<file path="src/rtl/csa_accum_ctrl_pkg.sv">
// Shared definitions for the carry-save accumulator controller.
package csa_accum_ctrl_pkg;

    localparam int unsigned DEF_WIDTH = 4;
    localparam int unsigned DEF_CNT_W = 4;

    // Controller states: collect operands, fold carries, hold result.
    typedef enum logic [1:0] {
        ST_IDLE    = 2'd0,
        ST_ACCUM   = 2'd1,
        ST_RESOLVE = 2'd2,
        ST_DONE    = 2'd3
    } csa_state_e;

endpackage : csa_accum_ctrl_pkg

</file>
<file path="src/rtl/csa_vec.sv">
// One row of full adders in carry-save form: W independent 3:2 compressors.
module csa_vec #(
    parameter int unsigned W = 8
) (
    input  logic [W-1:0] s_i,
    input  logic [W-1:0] c_i,
    input  logic [W-1:0] x_i,
    output logic [W-1:0] sum_o,
    output logic [W-1:0] maj_o
);

    // Per-bit sum and majority; the caller applies the carry shift.
    assign sum_o = s_i ^ c_i ^ x_i;
    assign maj_o = (s_i & c_i) | (s_i & x_i) | (c_i & x_i);

endmodule : csa_vec

</file>
<file path="src/rtl/csa_accum_ctrl.sv">
// Multi-operand accumulator: keeps a redundant (S,C) total on one shared CSA row,
// then folds the carry vector back through the same row to produce the binary sum.
module csa_accum_ctrl
    import csa_accum_ctrl_pkg::*;
#(
    parameter int unsigned WIDTH = DEF_WIDTH,
    parameter int unsigned CNT_W = DEF_CNT_W
) (
    input  logic                     clk,
    input  logic                     rst,
    input  logic                     in_valid,
    output logic                     in_ready,
    input  logic [WIDTH-1:0]         in_data,
    input  logic                     in_last,
    output logic                     out_valid,
    input  logic                     out_ready,
    output logic [WIDTH+CNT_W-1:0]   out_sum,
    output logic [CNT_W:0]           out_count,
    output logic                     out_ovf,
    output logic                     busy
);

    localparam int unsigned ACC_W = WIDTH + CNT_W;
    localparam int unsigned CNT_N = CNT_W + 1;

    csa_state_e       state_q, state_d;
    logic [ACC_W-1:0] s_q, s_d;
    logic [ACC_W-1:0] c_q, c_d;
    logic [CNT_N-1:0] cnt_q, cnt_d;
    logic             ovf_q, ovf_d;
    logic             in_ready_q, out_valid_q, busy_q;

    logic [ACC_W-1:0] row_x_c;
    logic [ACC_W-1:0] row_sum_c;
    logic [ACC_W-1:0] row_maj_c;
    logic [ACC_W-1:0] row_carry_c;
    logic [CNT_N-1:0] cnt_inc_c;
    logic             accept_c;
    logic             pop_c;

    // Single shared compressor row; operand input is zero while resolving.
    csa_vec #(.W(ACC_W)) u_row (
        .s_i   (s_q),
        .c_i   (c_q),
        .x_i   (row_x_c),
        .sum_o (row_sum_c),
        .maj_o (row_maj_c)
    );

    // Row operand select, carry shift and handshake qualifiers.
    always_comb begin
        row_x_c     = (state_q == ST_RESOLVE) ? '0 : ACC_W'(in_data);
        row_carry_c = {row_maj_c[ACC_W-2:0], 1'b0};
        cnt_inc_c   = (cnt_q == '1) ? cnt_q : cnt_q + CNT_N'(1);
        accept_c    = in_valid & in_ready_q;
        pop_c       = out_valid_q & out_ready;
    end

    // Next-state and datapath update; registers hold unless a step occurs.
    always_comb begin
        state_d = state_q;
        s_d     = s_q;
        c_d     = c_q;
        cnt_d   = cnt_q;
        ovf_d   = ovf_q;
        case (state_q)
            ST_IDLE: begin
                if (accept_c) begin
                    s_d     = row_sum_c;
                    c_d     = row_carry_c;
                    ovf_d   = ovf_q | row_maj_c[ACC_W-1];
                    cnt_d   = CNT_N'(1);
                    state_d = in_last ? ST_RESOLVE : ST_ACCUM;
                end
            end
            ST_ACCUM: begin
                if (accept_c) begin
                    s_d     = row_sum_c;
                    c_d     = row_carry_c;
                    ovf_d   = ovf_q | row_maj_c[ACC_W-1];
                    cnt_d   = cnt_inc_c;
                    state_d = in_last ? ST_RESOLVE : ST_ACCUM;
                end
            end
            ST_RESOLVE: begin
                if (c_q == '0) begin
                    state_d = ST_DONE;
                end else begin
                    s_d   = row_sum_c;
                    c_d   = row_carry_c;
                    ovf_d = ovf_q | row_maj_c[ACC_W-1];
                end
            end
            ST_DONE: begin
                if (pop_c) begin
                    s_d     = '0;
                    c_d     = '0;
                    cnt_d   = '0;
                    ovf_d   = 1'b0;
                    state_d = ST_IDLE;
                end
            end
            default: state_d = ST_IDLE;
        endcase
    end

    // State, datapath and state-decoded handshake flags, synchronous reset.
    always_ff @(posedge clk) begin
        if (rst) begin
            state_q     <= ST_IDLE;
            s_q         <= '0;
            c_q         <= '0;
            cnt_q       <= '0;
            ovf_q       <= 1'b0;
            in_ready_q  <= 1'b0;
            out_valid_q <= 1'b0;
            busy_q      <= 1'b0;
        end else begin
            state_q     <= state_d;
            s_q         <= s_d;
            c_q         <= c_d;
            cnt_q       <= cnt_d;
            ovf_q       <= ovf_d;
            in_ready_q  <= (state_d == ST_IDLE) || (state_d == ST_ACCUM);
            out_valid_q <= (state_d == ST_DONE);
            busy_q      <= (state_d != ST_IDLE);
        end
    end

    assign in_ready  = in_ready_q;
    assign out_valid = out_valid_q;
    assign busy      = busy_q;
    assign out_sum   = s_q;
    assign out_count = cnt_q;
    assign out_ovf   = ovf_q;

endmodule : csa_accum_ctrl
</file>
<file path="config.mk">
export PLATFORM = sky130hd
export DESIGN_NAME = csa_accum_ctrl
export DESIGN_NICKNAME = d
export VERILOG_FILES = /design/src/rtl/csa_accum_ctrl_pkg.sv /design/src/rtl/csa_vec.sv /design/src/rtl/csa_accum_ctrl.sv
export SDC_FILE = /design/constraint.sdc
export NUM_CORES = 1
export LEC_CHECK = 0
export BUFFER_PORTS_ARGS = -buffer_cell sky130_fd_sc_hd__clkbuf_2
export CELL_PAD_IN_SITES_DETAIL_PLACEMENT = 1
export CELL_PAD_IN_SITES_GLOBAL_PLACEMENT = 1
export CORE_MARGIN = 2
export CORE_UTILIZATION = 43
export CTS_BUF_LIST = sky130_fd_sc_hd__clkbuf_8
export CTS_CLUSTER_DIAMETER = 100
export CTS_CLUSTER_SIZE = 25
export DETAILED_ROUTE_END_ITERATION = 16
export GPL_ROUTABILITY_DRIVEN = 0
export GPL_TIMING_DRIVEN = 1
export PLACE_DENSITY = 0.87
export RECOVER_POWER = 100
export SYNTH_ARGS = -nofsm -noshare
export SYNTH_HDL_FRONTEND = slang
export SYNTH_SLANG_ARGS = --single-unit
</file>
<file path="constraint.sdc">
create_clock -name clk -period 2.9 [get_ports clk]
set_clock_uncertainty 0.2 [all_clocks]
set_input_delay 0.145 -clock clk [delete_from_list [all_inputs] [get_ports clk]]
set_output_delay 0.145 -clock clk [all_outputs]
set_load 0.005 [all_outputs]
</file>
# Word-level counts from Yosys, hierarchy flattened
# Cells that the tools add are included.
dict set report totals {
  wordCells 62
  output_inout_bits 17
  reg_bits 27
  inputBits 9
}
dict set report classes {
  n_bitwise 10
  n_eq_ne 12
  addsub 1
  muxes 22
  n_reduce_logical 9
}
# cell count
set ops {}
lappend ops {{case mux 8 bit (3 select lines)} 2}
lappend ops {{2-to-1 mux 8 bit} 5}
lappend ops {{2-to-1 mux 5 bit} 4}
lappend ops {{bitwise AND 8 x 4 -> 8 bit} 2}
lappend ops {{OR 8 bit} 2}
lappend ops {{case mux 5 bit (3 select lines)} 1}
lappend ops {{inequality test 2 bit (second input constant)} 5}
lappend ops {{bitwise AND 8 bit} 1}
lappend ops {{logical NOT 8 bit} 1}
lappend ops {{2-to-1 mux 2 bit} 4}
lappend ops {{bitwise XOR 8 x 4 -> 8 bit} 1}
lappend ops {{bitwise XOR 8 bit} 1}
lappend ops {{equality test 2 bit (second input constant)} 3}
lappend ops {{case mux 2 bit (3 select lines)} 1}
lappend ops {{adder 5 x 1 -> 5 bit (second input constant)} 1}
lappend ops {{equality test 5 bit (second input constant)} 1}
lappend ops {{AND reduction 5 bit} 1}
lappend ops {{equality test 2 x 1 -> 1 bit (second input constant)} 2}
lappend ops {{logical NOT 2 bit} 2}
lappend ops {{2-to-1 mux 4 bit} 1}
lappend ops {{2-to-1 mux 1 bit} 3}
lappend ops {{case mux 1 bit (3 select lines)} 1}
lappend ops {{AND reduction 3 bit} 1}
lappend ops {{nonzero test 3 bit} 1}
lappend ops {{other kinds (6)} 7}

# Depth between registers and ports, before layout
dict set report logic_depth {
  ltp_word 8
  depth_mapped 8
  mapped_depth_nobuf 7
}

# Hierarchy
# From an unflattened synthesis, not the netlist that was laid out.
dict set report hier_totals {
  cells_unflattened 130
  hier_area_um2 1418.9
}
# mod instances area_per_inst_um2 cells_per_inst seq_area_each_um2
set modules_own_cells {}
lappend modules_own_cells {csa_accum_ctrl 1 1258.7 122 520.5}
lappend modules_own_cells {csa_vec 1 160.2 8 0.0}

# Least setup slack after synthesis
# OpenSTA, ideal clock, no wires.
dict set report synth_path {
  kind {register to register}
  from {register cnt_q[0] (netlist: out_count[0])}
  to {register cnt_q[0] (netlist: out_count[0])}
  path_buffers 0
  path_stages_with_launch 8
  t_arrival_ps 1811
  setup_slack_ps 818
  required_ps 2629
  path_cell_list {dfxtp_1 ha_1 and3_1 ha_1 nand4b_1 o31a_1 or4_1 a21oi_1}
}
dict set report synth_between {
  elab_chain_cells 4
  elab_cells_between_ends 7
}
# item line
set synth_lines {}
lappend synth_lines {{start: declaration} csa_accum_ctrl.sv:29} ;# logic [CNT_N-1:0] cnt_q, cnt_d;
lappend synth_lines {{start signal: assignment} csa_accum_ctrl.sv:122} ;# cnt_q <= cnt_d;
lappend synth_lines {{adder 5 x 1 -> 5 bit} csa_accum_ctrl.sv:54} ;# cnt_inc_c = (cnt_q == '1) ? cnt_q : cnt_q + CNT_N'(1);
lappend synth_lines {{2-to-1 mux 5 bit} csa_accum_ctrl.sv:54}
lappend synth_lines {{2-to-1 mux 5 bit} csa_accum_ctrl.sv:77} ;# if (accept_c) begin
lappend synth_lines {{case mux 5 bit (3 select lines)} csa_accum_ctrl.sv:66} ;# case (state_q)
# Several ways; a longest one is shown, not always the timed one. The select of a mux whose other input is x is not followed.
# A chain may end at the register's enable or synchronous reset.

# Worst setup path in the final report
dict set report layout_path {
  from {register state_q[0]}
  to {register busy_q (netlist: busy)}
}
dict set report layout_between {
  elab_chain_cells 4
  elab_cells_between_ends 10
}
# item line
set layout_lines {}
lappend layout_lines {{start: declaration} csa_accum_ctrl.sv:26} ;# csa_state_e state_q, state_d;
lappend layout_lines {{start signal: assignment} csa_accum_ctrl.sv:119} ;# state_q <= state_d;
lappend layout_lines {{equality test 2 x 1 -> 1 bit or logical NOT 2 bit (tied branches)} csa_accum_ctrl.sv:66}
lappend layout_lines {{OR reduction 2 bit (no source line)} --}
lappend layout_lines {{case mux 2 bit (3 select lines) *} csa_accum_ctrl.sv:66}
lappend layout_lines {{nonzero test 2 bit *} csa_accum_ctrl.sv:126} ;# busy_q <= (state_d != ST_IDLE);
lappend layout_lines {{end signal: assignment} csa_accum_ctrl.sv:126}
lappend layout_lines {{end: declaration} csa_accum_ctrl.sv:31} ;# logic in_ready_q, out_valid_q, busy_q;
# Every way passes the cells marked *; elsewhere a longest branch is shown, timed or not.

==> summary.md <==
The flow ran to the end, and the final reports show no timing, DRC or antenna violations. The run gives 0 as the final global-route overflow total. Yosys mapped the design onto 39 distinct sky130hd cell types. The die span in x is 60.7 µm. The tools report the via count of the first global-routing pass as 1212.

Number of placed I/O pins: 26. The global-route track usage on met2 is 34.3%. The layer flagged by global routing as most heavily used is met2.

The number of antenna diodes in the final layout is 0. For this run, asynchronously set or reset flops after synthesis account for 0%. During synthesis, Yosys emitted a total of 0 warnings. After detailed routing, the number of vias per cell comes to 5.40.

Static timing analysis puts the maximum clock frequency at 418 MHz. The largest voltage drop on the vdd net came out at 0.275 mV. The floorplan has 20 rows.

The number of endpoints with negative hold slack in the final report is 0. The number of vias in the routed layout is 1123. The endpoint class of the critical path was a register. For the pin with the worst max-slew slack, the measured transition is 0.584 ns. The run gives 0.00138 mm² as the post-synth design cell area.

In this run, post-CTS hold repair placed 0 buffers. The tools report the aggregate negative setup slack as 0 ns. The sequential cells in the finished layout cover a total of 520 µm². Setup repair after global routing left no endpoint under its margin. Counting the fill cells in the layout gives 381. The worst path needs 2.39 ns of the cycle, external delays included. For the worst setup path, the data arrival time is 2.33 ns. The tools report the clock tree root buffer cell as clkbuf_8. The number of DRC markers in iteration 0 was 37.

The tools report the core region area as 0.00305 mm². The logs give 61.0% for the normalized max-slew margin and 0.27 ns for the clock insertion delay at the later pin of the skew report. For met3 alone, demand over resource in global routing was 2.35%. The sequential element share of the synthesized area was 37.6%; the CTS clock-pin slew for the worst setup and hold paths was 0.09 ns.

The kind of path behind the tightest hold check is in2reg. Effective utilization at floorplan: 45.3%. The classification of the worst setup path was reg2reg.

TritonCTS built the clock tree. The logs give 2.44 mm for the HPWL after detailed placement and 0 for the post-CTS resize count. After detailed routing, the total wire length is 3.25 mm. The number of enable flip-flop cells after synthesis came out at 0. Among all flip-flop cells after synthesis, the most frequent one is dfxtp_1. Counting every instance in the synthesized netlist gives 142. The post-CTS setup repair buffer count is 0, and the count of final setup violators is 0. The mean routed wirelength per cell works out to 15.6 µm.

The initial antenna violation count was 0; the total nets after synthesis was 165. The clock net in this run drives a total of 26 sinks. The logs give 0.628 nW for the total leakage power and 0 for the final-report max-slew violation count. The tools report the count of antenna-violating nets left after detailed routing as 0. The pre-antenna-repair detailed-routing pass consisted of 4 iterations. Of the available clock period, the critical path in the final layout requires 82.5%.

Dividing the synthesized area by the synthesized cell count gives 9.75 µm². For this run, the total global-route usage over all layers was measured as 20.3%. Of all nets on the critical path, the largest fanout is 11. The run gives 2.84 ns as the endpoint required time on the critical path. The longest clock path from root to sink contains 2 buffers. The final layout contains 189 nets. The tools report the cell area after layout as 0.00154 mm².

After detailed routing, the number of remaining DRC violations is 0. The multi-input logic area is 766 µm², and the cell area reported after detailed placement is 0.00152 mm². For this run, global-route usage on met1 was measured as 25.8%.

Synthesis inferred 26 register bits. The total of buffers placed on input and output ports was 25; the floorplan die area was 0.00369 mm². The power per standard cell area is 712 mW/mm², and the number of levels the H-tree was split into is 1. The first-pass GRT wire length was 5.61 mm; the maximum number of pins on one net before global-route repair was 28. In this run the vertical extent of the chip is 60.7 µm. Cells with a size suffix above 1 make up 17.1% of the layout.

Buffers inserted during clock tree synthesis total 3. Compared with the post-synthesis result, the final layout area differs by 11.0%. Startpoint type of the worst setup path: a register. The tools report the number of violations of the max-capacitance limit as 0.
worst max-delay path, cell delays in order, from the launching register on:
cell and delay, ns:
dfxtp_1 0.36, ha_1 0.33, a21boi_0 0.18, clkbuf_1 0.27, or2_2 0.37, a211oi_1 0.43
o21ai_0 0.12
cells by family (layout without fill, tap and decap cells):
family,after synthesis,in the layout,share of synthesized area [%]
AO/OA/AOI/OAI,38,38,21.9
adder cells (fa/ha/maj),14,14,14.3
buffers and inverters,16,38,6.06
flip-flops,26,26,37.6
multiplexers,1,1,0.814
AND/OR/NAND/NOR,47,47,19.3
registers in the layout, summed over array words and instances (netlist names):
| name | flops |
|---|---|
| out_sum | 8 |
| c_q | 7 |
| out_count | 5 |
| state_q | 2 |
| busy | 1 |
| in_ready | 1 |
| out_ovf | 1 |
| out_valid | 1 |
routing by layer:
layer | share of wire (%) | up-vias
met5 | 0 | -
li1 | - | 551
met2 | 50 | 24
met4 | 2.6 | 0
met1 | 45 | 539
met3 | 3.1 | 9
cells in the mapped netlist (all sizes together), types with 3 or more instances:
cell | number | area, µm²
a211oi | 4 | 40.0
a22oi | 9 | 67.6
fa | 3 | 60.1
ha | 11 | 138
nand2 | 5 | 18.8
inv | 9 | 33.8
nor2b | 3 | 18.8
nand2b | 4 | 25.0
nor2 | 22 | 82.6
a21oi | 5 | 25.0
o21ai | 3 | 15.0
a2bb2oi | 7 | 61.3
buf | 5 | 42.5
dfxtp | 26 | 521
area by class of cell:
cell class                 count  area share (%)
clock buffer                   3            2.69
inverter                       9            2.20
multi-input combinational    100            49.8
sequential                    26            33.9
tap                           44            3.58
timing repair buffer          26            7.82
layout by cell type, fill, tap and decap left out, types with 2 or more instances in the layout:
cell type and count:
ha_1 11, clkbuf_8 3, dfxtp_1 26, a311oi_1 2, clkbuf_1 8, clkbuf_2 18, or4_1 2, nand2b_1 4
a21oi_1 5, nor2_1 22, a22oi_1 9, a2bb2oi_1 7, fa_1 3, nor2b_1 3, nand2_1 5, a211oi_1 3
inv_1 9, o21ai_0 3
stage by stage:
step / hold slack [ns] / util [%] / setup WS, ns / total power [mW] / std cells
after global routing: 0.203 / 50.3 / 0.313 / 1.18 / 208
after global placement: 0.295 / 49.8 / 0.772 / 0.878 / 205
final: 0.172 / 50.3 / 0.507 / 1.09 / 208
after detailed placement: 0.298 / 49.8 / 0.666 / 0.914 / 205
after floorplan: 0.229 / - / 0.818 / 0.800 / 142
after CTS: 0.167 / 51.2 / 0.646 / 1.12 / 208
report_power, final:
group	switching [mW]	internal (mW)	total, mW
clock network	0.110	0.0931	0.203
logic	0.246	0.194	0.440
registers	0.0456	0.406	0.451
total	0.401	0.692	1.09
path summary, 6_finish.rpt:
check	slack [ns]	cells past startpoint	end	from
worst max-delay path	0.51	6	busy	state_q[0]
worst min register to register	0.31	2	out_count[4]	out_count[4]
worst max register to register	0.51	6	busy	state_q[0]
worst min-delay path	0.17	5	out_sum[0]	in_data[0]
Power figures use the tool's default switching activity.
